`src/rtl/uart.sv`:
```
// Full-duplex UART: independent TX and RX state machines on one clock.
// Each line bit lasts CPB = CLK_FREQ/BAUD clocks. There is no parity.
// TX sends STOP_BITS stop bits. RX checks a single stop bit and
// strobes data_out_valid for one cycle on each good frame.
module uart #(
  parameter int BAUD      = 115200,
  parameter int CLK_FREQ  = 100000000,
  parameter int DATA_BITS = 8,
  parameter int STOP_BITS = 1
) (
  input  logic                 clk,
  input  logic                 rstn,
  input  logic                 serial_data_in,
  output logic [DATA_BITS-1:0] data_out,
  output logic                 data_out_valid,
  output logic                 serial_data_out,
  input  logic [DATA_BITS-1:0] data_in,
  input  logic                 data_in_valid,
  output logic                 tx_ready
);

  localparam int CPB = CLK_FREQ / BAUD;
  localparam int CW  = (CPB > 1) ? $clog2(CPB) : 1;
  localparam int BW  = $clog2(DATA_BITS);

  localparam logic [CW-1:0] BIT_LAST  = CW'(CPB - 1);
  localparam logic [CW-1:0] HALF_LAST = CW'(CPB / 2 - 1);
  localparam logic [BW-1:0] DATA_LAST = BW'(DATA_BITS - 1);
  localparam logic          STOP_LAST = (STOP_BITS == 2);

  // ---------------------------------------------------------------- TX
  typedef enum logic [1:0] {TX_IDLE, TX_START, TX_DATA, TX_STOP} tx_state_t;

  tx_state_t            tx_state_reg;
  logic [CW-1:0]        tx_cnt_reg;
  logic [BW-1:0]        tx_bit_reg;
  logic [DATA_BITS-1:0] tx_shift_reg;
  logic                 tx_stop_reg;

  // TX state machine. The line and tx_ready are driven straight from
  // registers. The word is latched at accept time, so later changes on
  // data_in cannot disturb a frame that is already being sent.
  always_ff @(posedge clk or negedge rstn) begin
    if (!rstn) begin
      tx_state_reg    <= TX_IDLE;
      tx_cnt_reg      <= '0;
      tx_bit_reg      <= '0;
      tx_shift_reg    <= '0;
      tx_stop_reg     <= 1'b0;
      serial_data_out <= 1'b1;
      tx_ready        <= 1'b0;
    end else begin
      case (tx_state_reg)
        TX_IDLE: begin
          serial_data_out <= 1'b1;
          tx_ready        <= 1'b1;
          tx_cnt_reg      <= '0;
          if (tx_ready && data_in_valid) begin
            tx_shift_reg    <= data_in;
            tx_ready        <= 1'b0;
            serial_data_out <= 1'b0;
            tx_state_reg    <= TX_START;
          end
        end
        TX_START: begin
          if (tx_cnt_reg == BIT_LAST) begin
            tx_cnt_reg      <= '0;
            tx_bit_reg      <= '0;
            serial_data_out <= tx_shift_reg[0];
            tx_shift_reg    <= tx_shift_reg >> 1;
            tx_state_reg    <= TX_DATA;
          end else begin
            tx_cnt_reg <= tx_cnt_reg + 1'b1;
          end
        end
        TX_DATA: begin
          if (tx_cnt_reg == BIT_LAST) begin
            tx_cnt_reg <= '0;
            if (tx_bit_reg == DATA_LAST) begin
              serial_data_out <= 1'b1;
              tx_stop_reg     <= 1'b0;
              tx_state_reg    <= TX_STOP;
            end else begin
              serial_data_out <= tx_shift_reg[0];
              tx_shift_reg    <= tx_shift_reg >> 1;
              tx_bit_reg      <= tx_bit_reg + 1'b1;
            end
          end else begin
            tx_cnt_reg <= tx_cnt_reg + 1'b1;
          end
        end
        TX_STOP: begin
          if (tx_cnt_reg == BIT_LAST) begin
            tx_cnt_reg <= '0;
            if (tx_stop_reg == STOP_LAST) begin
              tx_ready     <= 1'b1;
              tx_state_reg <= TX_IDLE;
            end else begin
              tx_stop_reg <= 1'b1;
            end
          end else begin
            tx_cnt_reg <= tx_cnt_reg + 1'b1;
          end
        end
        default: tx_state_reg <= TX_IDLE;
      endcase
    end
  end

  // ---------------------------------------------------------------- RX
  typedef enum logic [2:0] {RX_IDLE, RX_START, RX_DATA, RX_STOP, RX_WAIT_IDLE} rx_state_t;

  logic [1:0]           rx_sync_reg;
  logic                 rx_prev_reg;
  logic                 rx_bit;
  rx_state_t            rx_state_reg;
  logic [CW-1:0]        rx_cnt_reg;
  logic [BW-1:0]        rx_bit_cnt_reg;
  logic [DATA_BITS-1:0] rx_shift_reg;

  assign rx_bit = rx_sync_reg[1];

  // Two-flop synchroniser for the asynchronous line. The extra flop keeps
  // the previous synchronised value so a falling edge can be detected.
  always_ff @(posedge clk or negedge rstn) begin
    if (!rstn) begin
      rx_sync_reg <= 2'b11;
      rx_prev_reg <= 1'b1;
    end else begin
      rx_sync_reg <= {rx_sync_reg[0], serial_data_in};
      rx_prev_reg <= rx_sync_reg[1];
    end
  end

  // RX state machine. It samples mid-bit, starting from half a bit after
  // the start edge. A start bit that is high again at mid-bit is treated
  // as a glitch. A low stop bit drops the word and waits for the idle line.
  always_ff @(posedge clk or negedge rstn) begin
    if (!rstn) begin
      rx_state_reg   <= RX_IDLE;
      rx_cnt_reg     <= '0;
      rx_bit_cnt_reg <= '0;
      rx_shift_reg   <= '0;
      data_out       <= '0;
      data_out_valid <= 1'b0;
    end else begin
      data_out_valid <= 1'b0;
      case (rx_state_reg)
        RX_IDLE: begin
          rx_cnt_reg <= '0;
          if (rx_prev_reg && !rx_bit) rx_state_reg <= RX_START;
        end
        RX_START: begin
          if (rx_cnt_reg == HALF_LAST) begin
            rx_cnt_reg     <= '0;
            rx_bit_cnt_reg <= '0;
            rx_state_reg   <= rx_bit ? RX_IDLE : RX_DATA;
          end else begin
            rx_cnt_reg <= rx_cnt_reg + 1'b1;
          end
        end
        RX_DATA: begin
          if (rx_cnt_reg == BIT_LAST) begin
            rx_cnt_reg   <= '0;
            rx_shift_reg <= {rx_bit, rx_shift_reg[DATA_BITS-1:1]};
            if (rx_bit_cnt_reg == DATA_LAST) rx_state_reg <= RX_STOP;
            else rx_bit_cnt_reg <= rx_bit_cnt_reg + 1'b1;
          end else begin
            rx_cnt_reg <= rx_cnt_reg + 1'b1;
          end
        end
        RX_STOP: begin
          if (rx_cnt_reg == BIT_LAST) begin
            rx_cnt_reg <= '0;
            if (rx_bit) begin
              data_out       <= rx_shift_reg;
              data_out_valid <= 1'b1;
              rx_state_reg   <= RX_IDLE;
            end else begin
              rx_state_reg <= RX_WAIT_IDLE;
            end
          end else begin
            rx_cnt_reg <= rx_cnt_reg + 1'b1;
          end
        end
        RX_WAIT_IDLE: begin
          if (rx_bit) rx_state_reg <= RX_IDLE;
        end
        default: rx_state_reg <= RX_IDLE;
      endcase
    end
  end

endmodule

```
`config.mk`:
```
export PLATFORM = sky130hd
export DESIGN_NAME = uart
export DESIGN_NICKNAME = d
export VERILOG_FILES = /design/src/rtl/uart.sv
export SDC_FILE = /design/constraint.sdc
export NUM_CORES = 1
export LEC_CHECK = 0
export CORE_UTILIZATION = 50
export DETAILED_ROUTE_END_ITERATION = 7
export GPL_ROUTABILITY_DRIVEN = 0
export PLACE_DENSITY = 0.71
export RECOVER_POWER = 25
export SLEW_MARGIN = 20
export SYNTH_ARGS = -nofsm -noshare
export SYNTH_HDL_FRONTEND = slang
export SYNTH_SLANG_ARGS = --single-unit
```
`constraint.sdc`:
```
create_clock -name clk -period 2.7 [get_ports clk]
set_input_delay 0.54 -clock clk [delete_from_list [all_inputs] [get_ports clk]]
set_output_delay 0.54 -clock clk [all_outputs]
set_load 0.1 [all_outputs]
```
==> metrics.txt <==
# TYPE chip_impl_metric gauge
chip_impl_info{name="status",value="complete, but fails checks"} 1
chip_impl_info{name="violated_checks",value="capacitance limit, slew limit"} 1
chip_impl_info{name="critical_path_class",value="flip-flop to flip-flop"} 1
chip_impl_metric{name="cts-hold-fix-buffers",unit=""} 0
chip_impl_metric{name="grt_first_pass_wirelength",unit="um"} 9811
chip_impl_info{name="yosys.area.top_type",value="sky130_fd_sc_hd__dfrtp_1"} 1
chip_impl_metric{name="avgRoutedWirePerCell",unit="um"} 14.30
chip_impl_metric{name="synthDominantCellAreaShare",unit=""} 0.4638
chip_impl_metric{name="finalHoldViolCount",unit=""} 0
chip_impl_metric{name="detailroute.via_count",unit=""} 2117
chip_impl_metric{name="tightestPinTransition",unit="ns"} 1.546
chip_impl_info{name="rsz0062_at_grt",value="false"} 1
chip_impl_metric{name="total_power",unit="uW"} 2037
chip_impl_metric{name="die_width",unit="um"} 80.43
chip_impl_metric{name="drv_slew",unit=""} 29
chip_impl_metric{name="numCtsBuffers",unit=""} 9
chip_impl_metric{name="postSynthNetCount",unit=""} 300
chip_impl_info{name="path_cells",value="ha_1 -> ha_1 -> a221o_1 -> a21oi_2 -> mux2_2"} 1
chip_impl_metric{name="io-pin-count",unit=""} 23
chip_impl_metric{name="synth_simple_gate_area_share",unit=""} 0.1794
chip_impl_metric{name="place_area",unit="sq um"} 3364
chip_impl_metric{name="post_cts.resized_instances",unit=""} 0
chip_impl_metric{name="grt_overflow_total",unit=""} 0
chip_impl_metric{name="placement.setup.worst_slack",unit="ns"} 0.3632
chip_impl_metric{name="cts_sinks",unit=""} 61
chip_impl_info{name="tritoncts",value="yes"} 1
chip_impl_metric{name="global_route_usage_over_all_layers",unit=""} 0.1993
chip_impl_metric{name="synth.ff_latch_count",unit=""} 61
chip_impl_info{name="critical_path.most_common_cell",value="sky130_fd_sc_hd__ha_1"} 1
chip_impl_metric{name="switching_share",unit=""} 0.2706
chip_impl_metric{name="maxCapViolations",unit=""} 1
chip_impl_metric{name="cts-root-to-sink-buffers",unit=""} 2
chip_impl_metric{name="r2r.worst_path.cells",unit=""} 5
chip_impl_metric{name="totalNegativeSetupSlack",unit="ns"} 0
chip_impl_metric{name="post_synth_xor_area_fraction",unit=""} 0.02848
chip_impl_metric{name="power.leakage",unit="uW"} 0.001614
chip_impl_metric{name="vias_per_cell",unit=""} 5.484
chip_impl_metric{name="number_of_detailed_routing_iterations_run_before_antenna_repair",unit=""} 4
chip_impl_metric{name="timing.fmax",unit="MHz"} 465.1
chip_impl_info{name="yosys-top-cells-count",value="sky130_fd_sc_hd__dfrtp_1, sky130_fd_sc_hd__mux2_2, sky130_fd_sc_hd__nand2_1"} 1
chip_impl_metric{name="critical_path_arrival",unit="ns"} 2.37
chip_impl_metric{name="synth_fa_ha_area_frac",unit=""} 0.04882
chip_impl_metric{name="synth_area_in_compound_gates",unit=""} 0.09561
chip_impl_metric{name="n_antenna_cell",unit=""} 0
chip_impl_metric{name="final_hpwl_dp",unit="um"} 3847
chip_impl_metric{name="final_design_area_no_fill",unit="sq um"} 3563
chip_impl_metric{name="port_buffers",unit=""} 22
chip_impl_info{name="critPathLaunchType",value="flip-flop"} 1
chip_impl_metric{name="internal_power",unit="uW"} 1486
chip_impl_metric{name="whs_path_depth",unit=""} 0
chip_impl_metric{name="cts_setup_buffers",unit=""} 0
chip_impl_metric{name="final.setup.worst_slack",unit="ns"} 0.5499
chip_impl_metric{name="sequential_power_share",unit=""} 0.520
chip_impl_metric{name="antenna_found_initial",unit=""} 0
chip_impl_info{name="synthTopCellsByArea",value="sky130_fd_sc_hd__dfrtp_1, sky130_fd_sc_hd__mux2_2, sky130_fd_sc_hd__ha_1"} 1
chip_impl_metric{name="clkTransAtPathRegs",unit="ns"} 0.08
chip_impl_metric{name="worst-endpoint-required",unit="ns"} 2.92
chip_impl_metric{name="timing.critical_path.slowest_cell_delay",unit="ns"} 0.42
chip_impl_metric{name="rows",unit=""} 28
chip_impl_metric{name="die-area",unit="sq um"} 6468
chip_impl_metric{name="area_growth_syn_to_layout",unit="%"} 15.87
chip_impl_metric{name="synth_async_sr_flop_share",unit=""} 1.000
chip_impl_metric{name="synth-edff-count",unit=""} 0
chip_impl_metric{name="slew_headroom",unit=""} -0.03074
chip_impl_metric{name="power.combinational.fraction",unit=""} 0.086
chip_impl_info{name="crit_start",value="tx_bit_reg[0]"} 1
chip_impl_metric{name="finalNetCount",unit=""} 330
chip_impl_metric{name="critical_path_maximum_fanout",unit=""} 8
chip_impl_metric{name="route.final.wire_length",unit="um"} 5521
chip_impl_metric{name="die_h",unit="um"} 80.43
chip_impl_metric{name="ir_drop",unit="mV"} 0.4369
chip_impl_metric{name="power.switching",unit="uW"} 551.1
chip_impl_metric{name="synth.area.mux_share",unit=""} 0.1310
chip_impl_metric{name="via_count_of_the_first_global_routing_pass",unit=""} 2089
chip_impl_metric{name="synth_cells",unit=""} 276
chip_impl_metric{name="pwr-share-clk",unit=""} 0.393
chip_impl_metric{name="layout_worst_path_cycle_share",unit=""} 0.7963
chip_impl_metric{name="yosys.cell_types.count",unit=""} 48
chip_impl_metric{name="hold_slack",unit="ns"} 0.3644
chip_impl_info{name="synthMostInstantiatedCell",value="sky130_fd_sc_hd__dfrtp_1"} 1
chip_impl_metric{name="setup_viol",unit=""} 0
chip_impl_metric{name="power.density_cell_area",unit="nW/um^2"} 571.6
chip_impl_metric{name="ys_seq_area_frac",unit=""} 0.4980
chip_impl_metric{name="post_route_cells_drive_above_1_share",unit=""} 0.2572
chip_impl_info{name="endpoint_kind",value="flip-flop"} 1
chip_impl_metric{name="fin_skew",unit="ns"} 0.009011
chip_impl_metric{name="h-tree-depth",unit=""} 3
chip_impl_info{name="worstHoldStart",value="rx_sync_reg[0]"} 1
chip_impl_info{name="dominant_combinational_cell_family_by_area_after_synthesis",value="simple AND/OR/NAND/NOR gates"} 1
chip_impl_info{name="crit-reg2reg-launch",value="tx_bit_reg[0]"} 1
chip_impl_metric{name="synth.avg_cell_area",unit="sq um"} 11.14
chip_impl_info{name="critical-path-slowest-cell",value="sky130_fd_sc_hd__dfrtp_1"} 1
chip_impl_info{name="synth-main-ff-cell",value="sky130_fd_sc_hd__dfrtp_1"} 1
chip_impl_metric{name="yosysWarnings",unit=""} 0
chip_impl_metric{name="post-route-drc-count",unit=""} 0
chip_impl_metric{name="clk_latency",unit="ns"} 0.34
chip_impl_metric{name="post_layout_min_period",unit="ns"} 2.150
chip_impl_metric{name="syn-cell-area",unit="sq um"} 3075
chip_impl_metric{name="drtAntennaViolNets",unit=""} 0
chip_impl_info{name="ctsRootBufferMaster",value="sky130_fd_sc_hd__clkbuf_8"} 1
chip_impl_metric{name="design.core.area",unit="sq um"} 5921
chip_impl_info{name="worst_hold_path_type",value="flip-flop to flip-flop"} 1
chip_impl_metric{name="floorplan.initialDensity",unit=""} 0.5194
chip_impl_metric{name="grt_max_degree",unit=""} 34
chip_impl_metric{name="initial_detailed_routing_violation_count",unit=""} 52
[worst paths after layout]
kind	end	slack (ns)
min in group asynchronous	rx_cnt_reg[7]	0.57
min	rx_sync_reg[1]	0.36
min reg2reg	rx_sync_reg[1]	0.36
max reg2reg	tx_shift_reg[5]	0.55
max	tx_shift_reg[5]	0.55
max in group asynchronous	serial_data_out	1.22
[cell families (layout without fill, tap and decap cells)]
family	count (synthesis)	after routing
AND/OR/NAND/NOR	102	102
flip-flops	61	61
AO/OA/AOI/OAI	40	40
multiplexers	36	36
buffers and inverters	15	50
adder cells (fa/ha/maj)	12	12
XOR/XNOR	10	10
[power groups by stage]
stage / logic [uW] / clock network, uW / registers (uW)
global placement: 172 / 0 / 1070
global route: 198 / 870 / 1070
finish: 176 / 801 / 1060
floorplan: 121 / 0 / 1050
CTS: 179 / 827 / 1060
detailed placement: 180 / 0 / 1070
[worst max-delay path, delay by kind of cell (launching register included)]
family	cells	cell delay, ns
compound gates	2	0.75
fa+ha+maj	2	0.47
flops	1	0.42
mux	1	0.39
[cell usage in the layout, fill, tap and decap left out, drive strengths merged, types with 2 or more instances in the layout]
cell	netlist	final
dfrtp	57	57
o211ai	3	3
a31oi	5	5
nor2b	5	5
and4bb	2	2
clkinvlp	0	2
mux2	34	34
clkbuf	4	10
o22ai	4	4
nor4	2	2
buf	1	13
o21ai	10	10
ha	12	12
nand2	28	28
o31a	2	2
clkdlybuf4s50	0	9
a22o	5	5
a211oi	2	2
and2	3	3
a221o	2	2
dfstp	4	4
or2	3	3
clkinv	0	4
nor2	23	23
nor3	8	8
inv	10	10
xnor2	8	8
nand4	4	4
xor2	2	2
a21oi	4	4
mux2i	2	2
or3	3	3
nand3	12	12
[layout make-up]
class | instances | area, sq um
multi-input combinational | 200 | 1486
tap | 75 | 93.84
timing repair buffer | 24 | 214.0
clock buffer | 9 | 123.9
inverter | 10 | 37.54
sequential | 61 | 1531
clock inverter | 7 | 76.32
fill | 492 | 2357
[metrics by stage]
stage,util,instances
floorplan,-,276
CTS,0.6021,386
finish,0.6019,386
detailed placement,0.5683,370
global placement,0.5683,370
global route,0.6019,386
[per-layer routing]
| metal | up-vias | GRT usage | share of wire |
|---|---|---|---|
| met5 | - | 0 | 0 |
| met4 | 0 | 0.08214 | 0.011 |
| met3 | 7 | 0.05795 | 0.034 |
| met2 | 27 | 0.3051 | 0.46 |
| met1 | 1033 | 0.2632 | 0.49 |
| li1 | 1050 | - | - |
Note: power is estimated with default switching activity, not from simulation.
